File: src/rtl/sfifo_rr_arbiter_pkg.sv
// Shared definitions for the round-robin source arbiters: producer index type for the
// default four-producer build and the burst-counter width helper.
package sfifo_rr_arbiter_pkg;

    localparam int unsigned DefNsrc = 4;

    typedef logic [$clog2(DefNsrc)-1:0] id_t;

    // Enough bits to count 0..burst; never less than one bit.
    function automatic int unsigned cnt_width(input int unsigned burst);
        return (burst < 1) ? 1 : $clog2(burst + 1);
    endfunction

endpackage

File: src/rtl/sfifo_rr_arbiter_rr_pick.sv
// Combinational rotate-priority encoder: returns the first set request bit found when
// scanning from i_start upwards, modulo NSRC.
module sfifo_rr_arbiter_rr_pick #(
    parameter int unsigned NSRC = 4,
    localparam int unsigned CL_S = $clog2(NSRC)
) (
    input  logic [NSRC-1:0] i_req,
    input  logic [CL_S-1:0] i_start,
    output logic            o_any,
    output logic [CL_S-1:0] o_idx
);

    localparam logic [CL_S:0] NsrcW = (CL_S + 1)'(NSRC);

    logic            found;
    logic [CL_S:0]   sum;
    logic [CL_S-1:0] cand;

    always_comb begin
        o_any = |i_req;
        o_idx = '0;
        found = 1'b0;
        sum   = '0;
        cand  = '0;
        for (int k = 0; k < NSRC; k++) begin
            // One extra bit so the wrap works for non-power-of-two NSRC.
            sum = {1'b0, i_start} + (CL_S + 1)'(k);
            if (sum >= NsrcW) begin
                sum = sum - NsrcW;
            end
            cand = sum[CL_S-1:0];
            if (!found && i_req[cand]) begin
                found = 1'b1;
                o_idx = cand;
            end
        end
    end

endmodule

File: src/rtl/sfifo_rr_arbiter.sv
// Merges NSRC rdy/ack producers into one registered rdy/ack slot, round-robin with an
// optional burst hold, tagging each word with the index of the producer it came from.
module sfifo_rr_arbiter
    import sfifo_rr_arbiter_pkg::*;
#(
    parameter int unsigned NSRC  = 4,
    parameter int unsigned BW    = 8,
    parameter int unsigned BURST = 1,
    localparam int unsigned CL_S = $clog2(NSRC),
    localparam int unsigned CL_B = cnt_width(BURST)
) (
    input  logic               i_clk,
    input  logic               i_rst,
    input  logic [NSRC-1:0]    src_rdy,
    output logic [NSRC-1:0]    src_ack,
    input  logic [NSRC*BW-1:0] i_data,
    output logic               dst_rdy,
    input  logic               dst_ack,
    output logic [BW-1:0]      o_data,
    output logic [CL_S-1:0]    o_id
);

    localparam logic [CL_S-1:0] LastIdx   = CL_S'(NSRC - 1);
    localparam logic [CL_B-1:0] BurstLast = CL_B'(BURST - 1);
    localparam logic [CL_B-1:0] CntStart  = (BURST == 1) ? '0 : CL_B'(1);

    logic            valid_q, valid_d;
    logic [BW-1:0]   data_q, data_d;
    logic [CL_S-1:0] id_q, id_d;
    logic [CL_S-1:0] ptr_q, ptr_d;
    logic [CL_S-1:0] owner_q, owner_d;
    logic [CL_B-1:0] cnt_q, cnt_d;

    logic            can_take;
    logic            pick_any;
    logic [CL_S-1:0] pick_idx;
    logic            hold;
    logic            xfer;
    logic [CL_S-1:0] grant;
    logic [BW-1:0]   data_sel;

    sfifo_rr_arbiter_rr_pick #(
        .NSRC (NSRC)
    ) u_pick (
        .i_req   (src_rdy),
        .i_start (ptr_q),
        .o_any   (pick_any),
        .o_idx   (pick_idx)
    );

    assign can_take = !valid_q || dst_ack;
    assign hold     = (cnt_q != '0) && src_rdy[owner_q];
    assign grant    = hold ? owner_q : pick_idx;
    assign xfer     = can_take && pick_any;

    always_comb begin
        src_ack  = '0;
        data_sel = '0;
        for (int i = 0; i < NSRC; i++) begin
            if (grant == CL_S'(i)) begin
                src_ack[i] = xfer;
                data_sel   = i_data[i*BW +: BW];
            end
        end
    end

    always_comb begin
        valid_d = valid_q;
        data_d  = data_q;
        id_d    = id_q;
        ptr_d   = ptr_q;
        owner_d = owner_q;
        cnt_d   = cnt_q;
        if (xfer) begin
            valid_d = 1'b1;
            data_d  = data_sel;
            id_d    = grant;
            ptr_d   = (grant == LastIdx) ? '0 : grant + 1'b1;
            if ((cnt_q != '0) && (grant == owner_q)) begin
                cnt_d = (cnt_q == BurstLast) ? '0 : cnt_q + 1'b1;
            end else begin
                owner_d = grant;
                cnt_d   = CntStart;
            end
        end else begin
            if (dst_ack) begin
                valid_d = 1'b0;
            end
            // Owner went idle mid-burst: drop the burst rather than wait for it.
            if (can_take && (cnt_q != '0) && !src_rdy[owner_q]) begin
                cnt_d = '0;
            end
        end
    end

    always_ff @(posedge i_clk) begin
        if (i_rst) begin
            valid_q <= 1'b0;
            data_q  <= '0;
            id_q    <= '0;
            ptr_q   <= '0;
            owner_q <= '0;
            cnt_q   <= '0;
        end else begin
            valid_q <= valid_d;
            data_q  <= data_d;
            id_q    <= id_d;
            ptr_q   <= ptr_d;
            owner_q <= owner_d;
            cnt_q   <= cnt_d;
        end
    end

    assign dst_rdy = valid_q;
    assign o_data  = data_q;
    assign o_id    = id_q;

endmodule

File: config.mk
export PLATFORM = sky130hd
export DESIGN_NAME = sfifo_rr_arbiter
export DESIGN_NICKNAME = d
export VERILOG_FILES = /design/src/rtl/sfifo_rr_arbiter_pkg.sv /design/src/rtl/sfifo_rr_arbiter_rr_pick.sv /design/src/rtl/sfifo_rr_arbiter.sv
export SDC_FILE = /design/constraint.sdc
export NUM_CORES = 1
export LEC_CHECK = 0
export CORE_AREA = 8 8 65 53
export CTS_BUF_LIST = sky130_fd_sc_hd__clkbuf_2
export CTS_CLUSTER_DIAMETER = 50
export DETAILED_ROUTE_END_ITERATION = 8
export DIE_AREA = 0 0 73 61
export PLACE_DENSITY_LB_ADDON = 0.25
export SYNTH_ARGS = -nofsm -noshare
export SYNTH_HDL_FRONTEND = slang
export SYNTH_HIERARCHICAL = 1
export SYNTH_SLANG_ARGS = --single-unit
File: constraint.sdc
create_clock -name i_clk -period 4.95 [get_ports i_clk]
set_input_delay 0.7425 -clock i_clk [delete_from_list [all_inputs] [get_ports i_clk]]
set_output_delay 0.7425 -clock i_clk [all_outputs]
set_load 0.01 [all_outputs]
### After elaboration in Yosys (flattened, before gate mapping)

Cells that the tools add are included.

* register bits after elaboration: 16
* input bits: 39
* output and inout port bits: 15

* reductions and logical operators: 19
* bitwise gates (word level): 1
* eq/ne operators: 4
* add/subtract/negate cells: 9
* $lt $le $gt $ge: 9
* multiplexer cells: 37

Operators with widths (number)
* 2-to-1 mux 8 bit: 4
* 2-to-1 mux 2 bit: 10
* 2-to-1 mux 1 bit: 18
* < comparator 2 x 3 -> 1 bit, second input constant: 5
* binary-select mux 1 bit (select 2 bit): 5
* greater-or-equal comparator 3 bit, second input constant: 3
* logical AND 1 bit: 8
* subtractor 2 x 1 -> 2 bit, second input constant: 4
* adder 2 x 2 -> 3 bit, second input constant: 2
* zero test 1 bit: 5
* == test 2 bit, second input constant: 2
* nonzero test 2 bit: 2
* OR reduction 4 bit: 1
* adder 2 x 1 -> 3 bit, second input constant: 1
* greater-or-equal comparator 2 x 3 -> 1 bit, second input constant: 1
* adder 2 x 1 -> 2 bit, second input constant: 1
* == test 2 x 1 -> 1 bit, second input constant: 1
* == test 2 bit: 1
* zero test 2 bit: 1
* AND reduction 2 bit: 1
* adder 1 bit, second input constant: 1
* logical OR 1 bit: 1
* NOT 1 bit: 1

### Depth between registers and ports, before layout

Gate-level depths: netlist (run 1).

* depth after elaboration: 20
* mapped depth: 10
* mapped depth without buffers: 8

### Cells and area by module

Netlist (run 1), hierarchy kept.

By module, submodules not included
* sfifo_rr_arbiter: area each 847.1 um^2, cells each 107, instances 1
* sfifo_rr_arbiter_rr_pick: area each 77.6 um^2, cells each 15, instances 1

### Least setup slack after synthesis (run 1)

Ideal clock, no wire load.

* kind: input port to output port
* from: input src_rdy[1]
* to: output src_ack[3]
* required time: 4.208 ns
* data arrival time: 2.222 ns
* cell stages on the path: 7
* buffers on the path: 2
* slack: 1.985 ns
* cells stage by stage: inv_1 a221o_1 a21oi_1 ha_1 buf_2 clkbuf_1 and3_1

* longest elaborated chain between the ends: 15
* elaborated cells between the ends (all ways): 29

Ends and longest elaborated chain
* start, declared: line sfifo_rr_arbiter.sv:14 `input logic [NSRC-1:0] src_rdy,`
* binary-select mux 1 bit (select 2 bit): line sfifo_rr_arbiter_rr_pick.sv:32 `if (!found && i_req[cand]) begin`
* 2-to-1 mux 1 bit (not written as such): line sfifo_rr_arbiter_rr_pick.sv:32
* 2-to-1 mux 1 bit: line sfifo_rr_arbiter_rr_pick.sv:32
* zero test 1 bit: line sfifo_rr_arbiter_rr_pick.sv:32
* logical AND 1 bit: line sfifo_rr_arbiter_rr_pick.sv:32
* 2-to-1 mux 1 bit: line sfifo_rr_arbiter_rr_pick.sv:32
* zero test 1 bit: line sfifo_rr_arbiter_rr_pick.sv:32
* logical AND 1 bit: line sfifo_rr_arbiter_rr_pick.sv:32
* 2-to-1 mux 1 bit: line sfifo_rr_arbiter_rr_pick.sv:32
* zero test 1 bit: line sfifo_rr_arbiter_rr_pick.sv:32
* logical AND 1 bit: line sfifo_rr_arbiter_rr_pick.sv:32
* 2-to-1 mux 2 bit: line sfifo_rr_arbiter_rr_pick.sv:32
* 2-to-1 mux 2 bit *: line sfifo_rr_arbiter.sv:53 `assign grant = hold ? owner_q : pick_idx;`
* named net grant[0]: line sfifo_rr_arbiter.sv:39 `logic [CL_S-1:0] grant;`
* == test 2 bit *: line sfifo_rr_arbiter.sv:60 `if (grant == CL_S'(i)) begin`
* 2-to-1 mux 1 bit *: line sfifo_rr_arbiter.sv:60
* end, declared: line sfifo_rr_arbiter.sv:15 `output logic [NSRC-1:0] src_ack,`

Mark *: on every way through the listed nets, which the timed path passes. The rest lies on a longest branch. The select of a mux whose other input is x is not followed.

### Worst setup path in the final report (run 1)

* from: input src_rdy[1]
* to: output src_ack[1]

* longest elaborated chain between the ends: 15
* elaborated cells between the ends (all ways): 29

Ends and longest elaborated chain (line)
* binary-select mux 1 bit (select 2 bit): sfifo_rr_arbiter_rr_pick.sv:32
* 2-to-1 mux 1 bit (not written as such): sfifo_rr_arbiter_rr_pick.sv:32
* 2-to-1 mux 1 bit: sfifo_rr_arbiter_rr_pick.sv:32
* zero test 1 bit: sfifo_rr_arbiter_rr_pick.sv:32
* logical AND 1 bit: sfifo_rr_arbiter_rr_pick.sv:32
* 2-to-1 mux 1 bit: sfifo_rr_arbiter_rr_pick.sv:32
* zero test 1 bit: sfifo_rr_arbiter_rr_pick.sv:32
* logical AND 1 bit: sfifo_rr_arbiter_rr_pick.sv:32
* 2-to-1 mux 1 bit: sfifo_rr_arbiter_rr_pick.sv:32
* zero test 1 bit: sfifo_rr_arbiter_rr_pick.sv:32
* logical AND 1 bit: sfifo_rr_arbiter_rr_pick.sv:32
* 2-to-1 mux 2 bit: sfifo_rr_arbiter_rr_pick.sv:32
* 2-to-1 mux 2 bit *: sfifo_rr_arbiter.sv:53
* named net grant[0]: sfifo_rr_arbiter.sv:39
* == test 2 x 1 -> 1 bit *: sfifo_rr_arbiter.sv:60
* 2-to-1 mux 1 bit *: sfifo_rr_arbiter.sv:60

Marked as above.

==> reports/metrics.yaml, run 1 <==
core_area_um2: 2460
yosysWarnings: 6
netlist_area_um2: 925
final_cell_mix: "53 x clkdlybuf4s50_1, 25 x a21oi_1, 15 x inv_1, 13 x dfxtp_1, 9 x a221o_1"
drcViolationCount: 0
drive_gt1_frac: 0.0414
synth_cells: 122
place_congestion: 0.791
placement.setup.worst_slack_ps: 921
wl_per_cell_um: 15.2
io_buffers: 53
cts_tree: "done"
pin_count: 54
yosys.area.top_type_share: 0.281
firstDrtPassIters: 4
crit_start: "src_rdy[1]"
antenna_found_initial: 0
num_rows: 16
clock_path_buffers: 2
cts-buffers-inserted: 3
leakage_nw: 0.585
finalSetupViolCount: 0
clock_sinks: 13
drtIter0Drc: 62
avgViaCountPerCell: 5.39
grt_usage: 0.140
rsz0062_at_grt: "no"
cts.clk_slew.worst_paths_ps: 140
timing.final.ws_setup_ps: 860
worstHoldStart: "o_id[1]$_SDFFE_PP0P_"
grt-ovfl-total: 0
cts-root-buf: "clkbuf_2"
die_area_um2: 4450
whs_path_depth: 2
drv_cap: 0
dp_hpwl_um: 2460
status: "finished clean"
critPathLaunchType: "input pin"
fin_area_um2: 1460
crit_type: "input pin to output port"
ant_nets: 0
ys_top_cells_by_area: "dfxtp_1 28%, a21oi_1 14%, a221o_1 9.7%"
yosys.area.top_type: "dfxtp_1"
worst_r2r_startpoint: "ptr_q[0]$_SDFFE_PP0P_"
grt_pass1_wl_um: 4970
max_freq_mhz: 244
synth_cell_types: 23
start_util: 0.376
post-route-util: 0.594
cp_data_arrival_time_ps: 3350
hold_class: "flop to flop"
postCtsSetupRepairBufs: 0
layout_min_cycle_time_ps: 4090
end_kind: "output port"
r2r_slack_ps: 2420
yosysSeqAreaShare: 0.281
cts_resized: 0
drt_wl_total_um: 3130
p_total_mw: 0.383
relSlewSlack: 0.593
skew_ps: 5.91
fp.dieW_um: 73
peakVddDrop_uv: 81.1
whs_endpoint: "o_id[1]$_SDFFE_PP0P_"
layout_commonest_cell: "clkdlybuf4s50_1"
rr_worst_depth: 7
cts-htree-levels: 1
placed_cell_area_um2: 1440
cp_max_fo: 17
ys_seq_elements: 13
syn_nets: 165
worstSkewPairLatency_ps: 260
holdWs_ps: 484
grt_pass1_vias: 1086
r2r_end: "o_data[4]$_SDFFE_PP0P_"
place_inst: 201
ctsHoldBuffers: 0
dieHeight_um: 61
worst_slew_pin_slew_ps: 608
final.setup.tns_ps: 0
layout.cells.non_filler: 205
syn_area_per_cell_um2: 7.58
crit_required_ps: 4210
hold_violations: 0
vias: 1104
diodes: 0
area_delta_synth_final_pct: 58.2
grt_max_degree: 19
finalCritPeriodShare: 0.826
fin_nets: 213
maxSlewViolCount: 0
fillers: 251
power_density_nw_per_um2: 262
==> worst max path at each step <==
stage | end | cells after the start
after floorplan | src_ack[3] | 7
after global placement | src_ack[1] | 7
after detailed placement | src_ack[1] | 7
after CTS | src_ack[1] | 7
after global routing | src_ack[1] | 7
final | src_ack[1] | 7
==> report_power, final <==
part / switching, mW / internal, mW
Combinational: 0.0871 / 0.109
Sequential: 0.00998 / 0.121
Clock: 0.0348 / 0.0214
Total: 0.132 / 0.251
==> cell families after synthesis <==
| logic type | count (synthesis) | synth area share |
|---|---|---|
| AOI/OAI and AO/OA | 48 | 0.345 |
| and+or+nand+nor | 30 | 0.184 |
| DFF | 13 | 0.281 |
| adders and majority gates | 4 | 0.0541 |
| buffers and inverters | 27 | 0.135 |
==> synthesized netlist by cell type, drive strengths merged <==
| master | n |
|---|---|
| nand2b | 2 |
| buf | 4 |
| clkbuf | 7 |
| nand3b | 8 |
| ha | 4 |
| a311oi | 8 |
| or4 | 1 |
| a21oi | 25 |
| and3 | 4 |
| nand2 | 8 |
| nand3 | 4 |
| inv | 16 |
| o221ai | 1 |
| a221o | 9 |
| nor2 | 2 |
| o21ai | 5 |
| nor2b | 1 |
| dfxtp | 13 |
==> critical path: stages <==
cell	delay [ps]
clkdlybuf4s50_1	500
inv_1	60
a221o_1	340
a21oi_1	370
ha_1	520
and3_2	270
clkdlybuf4s50_1	530
==> registers in the layout (all words and copies together) (netlist names) <==
register,flops
ptr_q,2
o_data,8
o_id,2
dst_rdy,1
==> routing by layer <==
metal | part of all wire | wire [um] | vias up | track usage
li1 | - | - | 538 | -
met1 | 0.42 | 1310 | 511 | 0.164
met2 | 0.47 | 1480 | 49 | 0.238
met3 | 0.084 | 262 | 6 | 0.0413
met4 | 0.024 | 74 | 0 | 0.0568
met5 | 0 | 0 | - | 0
==> layout make-up <==
class                      instances  area [um2]  share of cell area
clock buffer                       4        20.0              0.0137
inverter                          16        60.1              0.0411
multi-input combinational         82         539               0.369
sequential                        13         260               0.178
tap                               36        45.0              0.0308
timing repair buffer              54         538               0.368
Power figures use the tool's default switching activity.
==> run 2: changes to the inputs <==
CORE_AREA = 8 8 69 56   (was 8 8 65 53)
DIE_AREA = 0 0 77 64   (was 0 0 73 61)
clock period = 3.4 ns   (was 4.95 ns; I/O delays follow)
==> reports/metrics.yaml, run 2 (synthesized netlist as in run 1, its figures left out) <==
worst_slew_pin_slew_ps: 545  # -63.5 ps
layout_min_cycle_time_ps: 3190
p_int_mw: 0.374  # +49%
cts-root-buf: "clkbuf_2"
wl_per_cell_um: 15.3  # about the same
leakage_nw: 0.609  # +4.1%
drcViolationCount: 0  # unchanged
area_delta_synth_final_pct: 62.9
grt_max_degree: 18  # -1
dieHeight_um: 64  # +4.9%
post-route-util: 0.537  # -0.0575
hold_violations: 0  # unchanged
cts.clk_slew.worst_paths_ps: 140  # about the same
maxSlewViolCount: 0  # unchanged
whs_path_depth: 2  # unchanged
firstDrtPassIters: 5  # +1
ant_nets: 0  # unchanged
drive_gt1_frac: 0.0747  # +0.0333
fin_nets: 218  # +2.3%
diodes: 0  # unchanged
cts_resized: 0  # unchanged
max_freq_mhz: 313
place_congestion: 0.793  # +0.30%
die_area_um2: 4930  # +11%
fp.dieW_um: 77  # +5.5%
drtIter0Drc: 114  # +84%
skew_ps: 14.0  # +8.12 ps
cts-buffers-inserted: 3  # unchanged
hold_class: "flop to flop"
power_density_nw_per_um2: 379  # +45%
crit_required_ps: 2890  # -1320 ps
sw_frac_of_total: 0.345  # +0.000609
share_comb_of_total_power: 0.523  # +0.012
final_cell_mix: "53 x clkdlybuf4s50_1, 24 x a21oi_1, 15 x inv_1, 13 x dfxtp_1, 9 x a221o_1"
clock_sinks: 13  # unchanged
cts-htree-levels: 1  # unchanged
finalCritPeriodShare: 0.939
pin_count: 54  # unchanged
core_area_um2: 2810  # +14%
clock_path_buffers: 2  # unchanged
drt_wl_total_um: 3240  # +3.5%
net-switching-power_mw: 0.197  # +50%
start_util: 0.329  # -0.0462
num_rows: 17  # +1
grt_pass1_wl_um: 5260  # +6.0%
cp_data_arrival_time_ps: 2680  # -670 ps
worstSkewPairLatency_ps: 270  # about the same
avgViaCountPerCell: 5.22  # -3.1%
antenna_found_initial: 0  # unchanged
grt_usage: 0.126  # -0.0147
rsz0062_at_grt: "no"
peakVddDrop_uv: 149  # +84%
layout_commonest_cell: "clkdlybuf4s50_1"
ctsHoldBuffers: 0  # unchanged
vias: 1106  # +0.18%
rr_worst_depth: 9  # +2
postCtsSetupRepairBufs: 0  # unchanged
placed_cell_area_um2: 1480  # +2.8%
final.setup.tns_ps: 0  # unchanged
finalSetupViolCount: 0  # unchanged
relSlewSlack: 0.636  # +0.0425
critPathLaunchType: "input pin"
drv_cap: 0  # unchanged
dp_hpwl_um: 2610  # +6.1%
cts_tree: "done"
status: "finished clean"
largest_reg_flops: 8  # unchanged
end_kind: "output port"
seq_power_share: 0.333  # -0.009
power.share.clock: 0.144  # -0.003
grt_pass1_vias: 1125  # +3.6%
io_buffers: 53  # unchanged
crit_type: "input pin to output port"
holdWs_ps: 490  # +6.58 ps
cp_max_fo: 5  # -12
fin_area_um2: 1510  # +3.0%
grt-ovfl-total: 0  # unchanged
[run 2: cell count changes in the layout (fill, tap and decap cells not counted)]
cell,change
buf_4,+5
a21oi_1,-1
a21oi_2,+1
[run 2: metrics by stage]
step / total power [mW] / cells / setup WS (ps)
4_1_cts: 0.572 / 212 / 27.5
2_1_floorplan: 0.357 / 122 / 900
5_1_grt: 0.612 / 212 / 88.8
6_report: 0.571 / 212 / 208
3_5_place_dp: 0.491 / 208 / 35.0
3_3_place_gp: 0.483 / 208 / 170
[run 2: final timing paths]
kind / from / endpoint / slack, ps
setup / recovery: src_rdy[1] / src_ack[0] / 210
setup reg to reg: ptr_q[1]$_SDFFE_PP0P_ / o_data[4]$_SDFFE_PP0P_ / 1040
hold / removal: o_id[0]$_SDFFE_PP0P_ / o_id[0]$_SDFFE_PP0P_ / 490
hold reg to reg: o_id[0]$_SDFFE_PP0P_ / o_id[0]$_SDFFE_PP0P_ / 490
[run 2: worst max-delay path: stages]
cell,delay (ps)
clkdlybuf4s50_1,500
inv_1,60
a221o_1,350
a21oi_2,290
inv_1,110
ha_1,220
and3_1,150
clkdlybuf4s50_1,480
[run 2: power by group through the flow]
stage | Combinational, mW | Sequential, mW | Clock [mW]
after floorplan | 0.156 | 0.201 | 0
after global placement | 0.291 | 0.193 | 0
after detailed placement | 0.296 | 0.194 | 0
after CTS | 0.298 | 0.191 | 0.0828
after global routing | 0.327 | 0.194 | 0.0903
final | 0.299 | 0.190 | 0.0820
[run 2: cell type report]
class	instances	area, um2
clock buffers	4	20.0
fillers	281	1300
inverters	16	60.1
multi-input cells	82	543
flip-flops and latches	13	260
well taps	38	47.5
repair buffers	59	576
[run 2: layer usage]
| layer | track usage | vias up | part of all wire |
|---|---|---|---|
| li1 | - | 548 | - |
| met1 | 0.159 | 502 | 0.45 |
| met2 | 0.190 | 54 | 0.43 |
| met3 | 0.0531 | 2 | 0.11 |
| met4 | 0.0376 | 0 | 0.0071 |
| met5 | 0 | - | 0 |
==> run 3: changes to the inputs <==
SKIP_CTS_REPAIR_TIMING = 1   (was not set)
==> results of run 3 <==
No change in the layout: final DEF, timing and power equal those of run 2.
